<file path="src/rtl/rv151_marb_pkg.sv">
// Shared types for the rv151 memory arbiter: FSM states, read-return tags
// and the default starvation limit for the instruction port.
package rv151_marb_pkg;

   localparam int STV_MAX_DEFAULT = 4;

   typedef enum logic [1:0] {
      ST_ARB = 2'd0,
      ST_DRN = 2'd1,
      ST_LCK = 2'd2
   } state_t;

   typedef enum logic [1:0] {
      TAG_NONE = 2'd0,
      TAG_I    = 2'd1,
      TAG_D    = 2'd2
   } tag_t;

   // A loader access with pl_en low must not write anything.
   function automatic logic [3:0] maskWe(input logic [3:0] we, input logic en);
      return we & {4{en}};
   endfunction

endpackage

</file>
<file path="src/rtl/rv151_marb_pri.sv">
// I/D priority select with a starvation counter that forces an I grant
// once the instruction port has been refused STV_MAX cycles in a row.
module rv151_marb_pri
   import rv151_marb_pkg::*;
#(
   parameter int STV_MAX = STV_MAX_DEFAULT
) (
   input  logic clk,
   input  logic rst,
   input  logic i_arbEn,
   input  logic i_hold,
   input  logic i_piReq,
   input  logic i_pdReq,
   output logic o_gntI,
   output logic o_gntD
);

   localparam int CW = $clog2(STV_MAX + 1);
   localparam logic [CW-1:0] STV_LIM = CW'(STV_MAX);

   logic [CW-1:0] r_stvCnt;

   always_comb begin
      o_gntI = 1'b0;
      o_gntD = 1'b0;
      if (i_arbEn) begin
         if (i_piReq && (r_stvCnt == STV_LIM)) begin
            o_gntI = 1'b1;
         end else if (i_pdReq) begin
            o_gntD = 1'b1;
         end else if (i_piReq) begin
            o_gntI = 1'b1;
         end
      end
   end

   // Counts refused I cycles (including suppressed ARB and drain cycles); frozen while locked.
   always_ff @(posedge clk) begin
      if (rst) begin
         r_stvCnt <= '0;
      end else if (!i_hold) begin
         if (i_piReq && !o_gntI) begin
            if (r_stvCnt != STV_LIM) begin
               r_stvCnt <= r_stvCnt + 1'b1;
            end
         end else begin
            r_stvCnt <= '0;
         end
      end
   end

endmodule

</file>
<file path="src/rtl/rv151_marb.sv">
// Single-port SRAM arbiter for an instruction port, a data port and an
// exclusive loader that takes the memory over via a lock handshake.
module rv151_marb
   import rv151_marb_pkg::*;
#(
   parameter int STV_MAX = STV_MAX_DEFAULT
) (
   input  logic        clk,
   input  logic        rst,
   input  logic        pi_req,
   input  logic [31:0] pi_ad,
   output logic        pi_gnt,
   output logic        pi_rvl,
   output logic [31:0] pi_rdt,
   input  logic        pd_req,
   input  logic [31:0] pd_ad,
   input  logic [3:0]  pd_we,
   input  logic [31:0] pd_wd,
   output logic        pd_gnt,
   output logic        pd_rvl,
   output logic [31:0] pd_rdt,
   input  logic        pl_lck,
   output logic        pl_ack,
   input  logic        pl_en,
   input  logic [31:0] pl_ad,
   input  logic [3:0]  pl_we,
   input  logic [31:0] pl_wd,
   output logic [31:0] pl_rdt,
   output logic        m_en,
   output logic [31:0] m_ad,
   output logic [3:0]  m_we,
   output logic [31:0] m_wd,
   input  logic [31:0] m_rd
);

   state_t r_state;
   state_t w_stateNxt;
   tag_t   r_tag;
   tag_t   w_tagNxt;
   logic   w_arbEn;
   logic   w_locked;
   logic   w_gntI;
   logic   w_gntD;

   // A lock request seen in ARB already blocks grants in that same cycle.
   assign w_arbEn  = (r_state == ST_ARB) && !pl_lck && !rst;
   assign w_locked = (r_state == ST_LCK) && !rst;

   rv151_marb_pri #(
      .STV_MAX (STV_MAX)
   ) u_pri (
      .clk     (clk),
      .rst     (rst),
      .i_arbEn (w_arbEn),
      .i_hold  (r_state == ST_LCK),
      .i_piReq (pi_req),
      .i_pdReq (pd_req),
      .o_gntI  (w_gntI),
      .o_gntD  (w_gntD)
   );

   always_comb begin
      w_stateNxt = r_state;
      case (r_state)
         ST_ARB:  if (pl_lck) w_stateNxt = ST_DRN;
         ST_DRN:  w_stateNxt = pl_lck ? ST_LCK : ST_ARB;
         ST_LCK:  if (!pl_lck) w_stateNxt = ST_ARB;
         default: w_stateNxt = ST_ARB;
      endcase
   end

   always_ff @(posedge clk) begin
      if (rst) begin
         r_state <= ST_ARB;
      end else begin
         r_state <= w_stateNxt;
      end
   end

   // Writes and loader reads carry no return tag; only granted I/D reads do.
   always_comb begin
      w_tagNxt = TAG_NONE;
      if (w_gntI) begin
         w_tagNxt = TAG_I;
      end else if (w_gntD && (pd_we == 4'h0)) begin
         w_tagNxt = TAG_D;
      end
   end

   always_ff @(posedge clk) begin
      if (rst) begin
         r_tag <= TAG_NONE;
      end else begin
         r_tag <= w_tagNxt;
      end
   end

   always_comb begin
      m_en = 1'b0;
      m_ad = 32'h0;
      m_we = 4'h0;
      m_wd = 32'h0;
      if (w_gntI) begin
         m_en = 1'b1;
         m_ad = pi_ad;
      end else if (w_gntD) begin
         m_en = 1'b1;
         m_ad = pd_ad;
         m_we = pd_we;
         m_wd = pd_wd;
      end else if (w_locked) begin
         m_en = pl_en;
         m_ad = pl_ad;
         m_we = maskWe(pl_we, pl_en);
         m_wd = pl_wd;
      end
   end

   assign pi_gnt = w_gntI;
   assign pd_gnt = w_gntD;
   assign pi_rvl = (r_tag == TAG_I) && !rst;
   assign pd_rvl = (r_tag == TAG_D) && !rst;
   assign pl_ack = w_locked;
   assign pi_rdt = m_rd;
   assign pd_rdt = m_rd;
   assign pl_rdt = m_rd;

endmodule
</file>
<file path="config.mk">
export PLATFORM = sky130hd
export DESIGN_NAME = rv151_marb
export DESIGN_NICKNAME = d
export VERILOG_FILES = /design/src/rtl/rv151_marb_pkg.sv /design/src/rtl/rv151_marb_pri.sv /design/src/rtl/rv151_marb.sv
export SDC_FILE = /design/constraint.sdc
export NUM_CORES = 1
export LEC_CHECK = 0
export BUFFER_PORTS_ARGS = -buffer_cell sky130_fd_sc_hd__buf_2
export CAP_MARGIN = 0
export CORE_AREA = 2 2 147 149
export CTS_BUF_LIST = sky130_fd_sc_hd__clkbuf_8
export CTS_CLUSTER_SIZE = 24
export DETAILED_ROUTE_END_ITERATION = 12
export DIE_AREA = 0 0 149 151
export GPL_TIMING_DRIVEN = 1
export MAX_ROUTING_LAYER = met4
export PLACE_DENSITY = 0.42
export SKIP_CTS_REPAIR_TIMING = 1
export SLEW_MARGIN = 25
export SYNTH_ARGS = -nofsm -noshare
export SYNTH_HDL_FRONTEND = slang
export SYNTH_HIERARCHICAL = 1
export SYNTH_SLANG_ARGS = --single-unit
</file>
<file path="constraint.sdc">
create_clock -name clk -period 2.3 [get_ports clk]
set_input_delay 0.115 -clock clk [delete_from_list [all_inputs] [get_ports clk]]
set_output_delay 0.115 -clock clk [all_outputs]
set_load 0.02 [all_outputs]
</file>
==> reports/metrics.csv, run 1 <==
metric;value;unit
Cell Count, Final, Fillers Out;726;
pins over their slew limit;0;
DP Wirelength;8.685;mm
largest net degree at the start of global routing;46;
Die Wd;149;um
die area;22500;sq um
async set or reset register ratio after synthesis;0;%
XOR/XNOR Fraction of Synth Area;0.4174;%
Synth Area in Adders;1.193;%
initial antenna violation count;0;
Main synth FF type;dfxtp_1;
Post-Syn Area per Cell;7.065;sq um
mux contribution to synthesized area;0;%
CTS clock-pin slew for the worst setup and hold paths;40;ps
Initial Utilization;10.08;%
Hold Crit Start;pd_we[2];
IO Pins;376;
Syn Inst Count;297;
# DRC;0;
Fin. Hold Viols;0;
Worst EP required;2180;ps
largest family of logic cells by synthesized area;buffers and inverters;
synth warn;6;
maximum vdd ir drop;0.0001198;V
Critical path origin;r_state[1]$_SDFFE_PP0P_;
EDFF count, synth;0;
# clock sinks;7;
final WL;11.13;mm
Nets;660;
total global routing overflow;0;
# setup viols final;0;
CP startpoint kind;flip-flop;
number of global-route vias before repair;2495;
Num CTS Buffers;3;
simple-gate portion of the synthesized area;21.35;%
Power Dens Cells;235.5;nW/um^2
initial DRC count;95;
Worst Hold Class;input pin to flip-flop;
layout cell share with drive strength beyond 1;62.97;%
mapped cell area;2098;sq um
DR WL/cell;15.33;um
clock tree buffer depth;2;
Slew @ Worst Pin;552.2;ps
max_cap viols;0;
Clk Tree Root Cell;clkbuf_8;
first-pass GRT wire length;13.80;mm
Synth Net Count;505;
static leakage;0.001793;uW
Post-Place Cells;715;
die height;151;um
Antenna Cells;0;
core area;20820;sq um
total power;772.1;uW
r2r startpoint;r_state[1]$_SDFFE_PP0P_;
routability cong.;0.7326;
DR vias/cell;3.753;
Cell variety after synth;32;
Compound-Gate Fraction of Synth Area;29.82;%
flops & latches, synth;7;
I/O Buffers;247;
post-route ant nets;0;
relative slew slack;62.94;%
P&R area growth vs syn;56.23;%
crit end category;primary output;
FMAX;450.7;MHz
RSZ-0062 raised after global routing;true;
Crit path arrival time;2100;ps
Seq/Total Area, Yosys;6.679;%
DR pass1 iterations;4;
htree depth;1;
clk_skew;1.651;ps
Setup CP Type;flip-flop to primary output;
via count;2725;
# rows;53;
outcome;completed;
TritonCTS clock tree;yes;
Tcrit/Tclk final;96.47;%
crit path time final;2219;ps
clk_lat worst skew;230;ps
CP max FO;11;
GRT Overall Usage;8.368;%
[per-stage QoR]
step | hold WS (ps) | utilization, % | worst slack [ps] | area, sq um | setup TNS, ps
after floorplan | 186.6 | - | 63.91 | 2105 | 0
after global placement | 230.3 | 14.42 | 197.3 | 3003 | 0
after detailed placement | 230.3 | 14.42 | 173.3 | 3003 | 0
after CTS | 95.07 | 14.64 | -78.64 | 3048 | -95.78
after global routing | 97.23 | 15.74 | -19.45 | 3278 | -192.7
final | 86.96 | 15.74 | 81.16 | 3278 | 0
[state kept, by name, summed over array words and instances (netlist names)]
signal / flops
r_state: 2
r_tag: 2
u_pri/r_stvCnt: 3
[report_power, final]
group | switching [uW] | internal [uW] | total [uW]
sequential | 3.67 | 127 | 131
combinational | 239 | 233 | 472
clock | 53.8 | 115 | 169
[worst max-delay path, cell delays in order, from the launching register on]
cell and delay [ps]:
dfxtp_1 310, nor4_2 260, buf_4 160, nand2_1 80, a31oi_4 200, nor2b_4 220, buf_4 160, clkbuf_16 170
a22o_1 140, buf_2 160
[placed cells by master, fill, tap and decap left out, types with 2 or more instances in the layout]
master / count
buf_4: 37
a22oi_1: 32
nand2_1: 38
inv_1: 4
a22o_1: 31
dfxtp_1: 7
clkbuf_8: 3
nor2_1: 2
buf_6: 3
nor3b_1: 2
buf_12: 3
o21ai_0: 2
nand3_1: 32
nor2b_1: 2
a32o_1: 4
clkbuf_16: 3
buf_2: 221
a211oi_2: 2
or3_1: 2
[kinds of logic (layout without fill, tap and decap cells)]
logic type      after synthesis  count (layout)
compound gates               76              76
buf+inv                     121             275
xor+xnor                      1               1
fa+ha+maj                     2               2
flops                         7               7
simple gates                 90              90
[cells in the mapped netlist, types with 2 or more instances]
library cell	count	area, sq um
buf_4	98	735.7
nand2_1	38	142.6
a22o_1	32	280.3
a22oi_1	32	240.2
nand3_1	32	160.2
clkbuf_1	12	45.04
dfxtp_1	7	140.1
buf_2	5	25.02
a32o_1	4	40.04
buf_6	3	33.78
inv_1	3	11.26
nor2_1	3	11.26
nor2b_1	3	18.77
a211oi_2	2	25.02
ha_1	2	25.02
nor3b_1	2	15.01
nor4_1	2	12.51
o21ai_0	2	10.01
or3_1	2	12.51
[path summary, 6_finish.rpt]
check                                         to  slack [ps]  cells after the start
hold reg to reg   u_pri/r_stvCnt[1]$_SDFFE_PP0P_         530                      2
setup / recovery                         m_wd[5]          80                      9
setup reg to reg             r_tag[1]$_SDFF_PP0_         420                      9
hold / removal               r_tag[1]$_SDFF_PP0_          90                      2
[metal layers]
metal / vias up / wire, um / track usage [%]
met5: - / 0 / -
met4: 0 / 323 / 2.714
met3: 43 / 863 / 1.747
met2: 179 / 5591 / 15.41
met1: 1216 / 4350 / 8.962
li1: 1287 / - / -
[layout make-up]
class | instances | area, sq um
Fill cell | 2403 | 17540
Timing Repair Buffer | 268 | 1580
Multi-Input combinational cell | 169 | 1157
Tap cell | 275 | 344.1
Sequential cell | 7 | 140.1
Clock buffer | 3 | 41.29
Inverter | 3 | 11.26
Clock inverter | 1 | 3.754
Power figures use the tool's default switching activity.
==> inputs of run 2 (changes only) <==
- CORE_AREA: 2 2 147 149 -> 2 2 146 148
- CTS_BUF_LIST: sky130_fd_sc_hd__clkbuf_8 -> sky130_fd_sc_hd__clkbuf_4 sky130_fd_sc_hd__clkbuf_8 sky130_fd_sc_hd__clkbuf_16
- DIE_AREA: 0 0 149 151 -> 0 0 148 150
- PLACE_DENSITY: 0.42 -> 0.43
- SYNTH_HIERARCHICAL: 1 -> default
==> run 2 against run 1 <==
Worst hold slack improved by 140 ps. Sequential power barely moved. Final cell count rose by 3.7%. First-iteration DRC count rose by 140%. Global-route usage barely moved. Critical path depth fell by 3. Utilization rose by 0.22 points. Register-to-register slack improved by 250 ps. Worst setup slack improved by 53 ps.
==> reports/metrics.csv, run 2 <==
metric;value;unit;change
Setup CP Type;flip-flop to primary output;;unchanged
outcome;completed;;unchanged
combinational share of power;52.4;%;was 61.1%
Fin. Hold Viols;0;;unchanged
htree depth;1;;unchanged
Initial Utilization;11.05;%;was 10.08%
pins over their slew limit;0;;unchanged
DR vias/cell;3.684;;was 3.753
Worst Hold Class;input pin to flip-flop;;unchanged
crit path time final;2166;ps;was 2219 ps
clk_lat worst skew;230;ps;about the same
Top reg by flops;u_pri.r_stvCnt;;was u_pri/r_stvCnt
fin worst setup slack;134.4;ps;was 81.16 ps
leading post-synthesis cells by instance count;96 x buf_4, 69 x inv_1, 34 x nand2_1;;was 98 x buf_4, 38 x nand2_1, 32 x a22o_1, 32 x a22oi_1, 32 x nand3_1
flops & latches, synth;7;;unchanged
EDFF count, synth;0;;unchanged
routability cong.;0.7067;;was 0.7326
Worst EP required;2180;ps;about the same
relative slew slack;76.07;%;was 62.94%
reg2reg path depth;3;;was 9
Cell Count, Final, Fillers Out;753;;was 726
I/O Buffers;247;;unchanged
Critical path origin;r_state[0]$_SDFFE_PP0P_;;was r_state[1]$_SDFFE_PP0P_
most frequent cells in the layout;247 x buf_2, 69 x inv_1, 33 x nand2_1;;was 221 x buf_2, 38 x nand2_1, 37 x buf_4
async set or reset register ratio after synthesis;0;%;unchanged
internal reg-to-reg setup slack;670;ps;was 420 ps
max_cap viols;0;;unchanged
Seq/Total Area, Yosys;6.127;%;was 6.679%
worst setup path endpoint;m_ad[9];;was m_wd[5]
DR WL/cell;14.02;um;was 15.33 um
# setup viols final;0;;unchanged
Clk pwr share;33.0;%;was 21.9%
CP startpoint kind;flip-flop;;unchanged
CP max FO;16;;was 11
largest net degree at the start of global routing;46;;unchanged
die height;150;um;was 151 um
core area;20690;sq um;was 20820 sq um
Setup WS pre-CTS;326.5;ps;was 173.3 ps
Clk Tree Root Cell;clkbuf_16;;was clkbuf_8
RSZ-0062 raised after global routing;false;;was true
initial DRC count;225;;was 95
Syn Inst Count;334;;was 297
Post-Syn Area per Cell;6.848;sq um;was 7.065 sq um
Reg-to-Reg End;u_pri.r_stvCnt[1]$_SDFFE_PP0P_;;was r_tag[1]$_SDFF_PP0_
first-pass GRT wire length;14.32;mm;was 13.80 mm
Largest regs;u_pri.r_stvCnt x3, r_state x2, r_tag x2;;was u_pri/r_stvCnt x3, r_state x2, r_tag x2
most common cell after layout, fill and taps aside;buf_2;;unchanged
TritonCTS clock tree;yes;;unchanged
post-route ant nets;0;;unchanged
internal power;576.3;uW;was 476.0 uW
clk_skew;3.715;ps;was 1.651 ps
initial antenna violation count;0;;unchanged
total power;901.0;uW;was 772.1 uW
Reg power frac;14.6;%;was 16.9%
layout cell share with drive strength beyond 1;56.81;%;was 62.97%
Tcrit/Tclk final;94.15;%;was 96.47%
synth top area cells;buf_4 32%, a222oi_1 14%, a22o_1 12%;;was buf_4 35%, a22o_1 13%, a22oi_1 11%
static leakage;0.001884;uW;was 0.001793 uW
die area;22200;sq um;was 22500 sq um
share of Yosys cell area claimed by the top area cell type;31.51;%;was 35.06%
P&R area growth vs syn;44.42;%;was 56.23%
CTS clock-pin slew for the worst setup and hold paths;40;ps;about the same
setup_tns;0;ps;unchanged
Die Wd;148;um;was 149 um
Post-Place Cells;745;;was 715
total global routing overflow;0;;unchanged
Main synth FF type;dfxtp_1;;unchanged
Power Dens Cells;272.8;nW/um^2;was 235.5 nW/um^2
max FFs per register;3;;unchanged
GRT Overall Usage;8.402;%;was 8.368%
top-count cell post-synth;buf_4;;unchanged
r2r startpoint;r_state[0]$_SDFFE_PP0P_;;was r_state[1]$_SDFFE_PP0P_
Net Switching;324.6;uW;was 296.1 uW
number of global-route vias before repair;2598;;was 2495
synth warn;0;;was 6
# rows;53;;unchanged
# clock sinks;7;;unchanged
Slew @ Worst Pin;358.6;ps;was 552.2 ps
via count;2774;;was 2725
switch share;36.03;%;was 38.35%
clock tree buffer depth;2;;unchanged
Nets;686;;was 660
Synth Net Count;542;;was 505
DR pass1 iterations;8;;was 4
FMAX;461.8;MHz;was 450.7 MHz
mapped cell area;2287;sq um;was 2098 sq um
maximum vdd ir drop;0.0001839;V;was 0.0001198 V
cell taking the most area after synthesis;buf_4;;unchanged
DP Wirelength;8.377;mm;was 8.685 mm
IO Pins;376;;unchanged
final WL;10.56;mm;was 11.13 mm
Crit path arrival time;2050;ps;was 2100 ps
# DRC;0;;unchanged
Cell variety after synth;35;;was 32
crit end category;primary output;;unchanged
Num CTS Buffers;3;;unchanged
==> run 2: per-layer routing <==
layer	global-route usage, %	wire (um)	vias up
met3	2.134	914	27
met4	2.857	270	0
li1	-	-	1349
met1	10.79	4425	1253
met2	12.82	4946	145
met5	-	0	-
==> run 2: kinds of logic (layout without fill, tap and decap cells) <==
group | count (synthesis) | in the layout | share of synthesized area [%]
AOI/OAI and AO/OA | 79 | 79 | 32.22
other | 0 | 1 | 0
buffers and inverters | 188 | 331 | 48.14
adders and majority gates | 2 | 2 | 1.094
and+or+nand+nor | 58 | 58 | 12.42
DFF | 7 | 7 | 6.127
==> run 2: area by class of cell <==
class / count / area (sq um)
fillers: 2406 / 17390
inverters: 69 / 259.0
flip-flops and latches: 7 / 141.4
clock inverters: 1 / 5.005
multi-input cells: 139 / 1077
repair buffers: 258 / 1399
well taps: 275 / 344.1
clock buffers: 3 / 75.07
diodes: 1 / 2.502
==> run 2: power by group through the flow <==
stage	sequential, uW	clock, uW	combinational, uW
6_report	132	297	472
5_1_grt	133	318	516
4_1_cts	131	303	468
3_5_place_dp	133	0	466
3_3_place_gp	133	0	467
2_1_floorplan	131	0	461
==> run 2: critical path: stages, from the launching register on <==
cell	delay [ps]
dfxtp_1	390
or4_4	590
a211oi_4	160
buf_4	190
clkbuf_16	200
a222oi_1	110
buf_2	180
==> run 2: worst min path at each step <==
stage | startpoint | endpoint | slack, ps | cells past startpoint
after CTS | pl_lck | r_state[1]$_SDFFE_PP0P_ | 220 | 3
after detailed placement | m_rd[29] | pd_rdt[29] | 230 | 0
after global routing | m_rd[6] | pl_rdt[6] | 230 | 0
after floorplan | pd_req | r_tag[0]$_SDFF_PP0_ | 210 | 1
final | pd_we[3] | r_tag[1]$_SDFF_PP0_ | 230 | 3
after global placement | m_rd[29] | pd_rdt[29] | 230 | 0
==> run 2: per-stage QoR <==
step	hold WS, ps	instance area, sq um	utilization (%)
6_report	225.1	3303	15.97
5_1_grt	230.1	3301	15.95
4_1_cts	217.2	3247	15.69
3_5_place_dp	230.3	3167	15.31
3_3_place_gp	230.3	3167	15.31
2_1_floorplan	210.2	2287	-
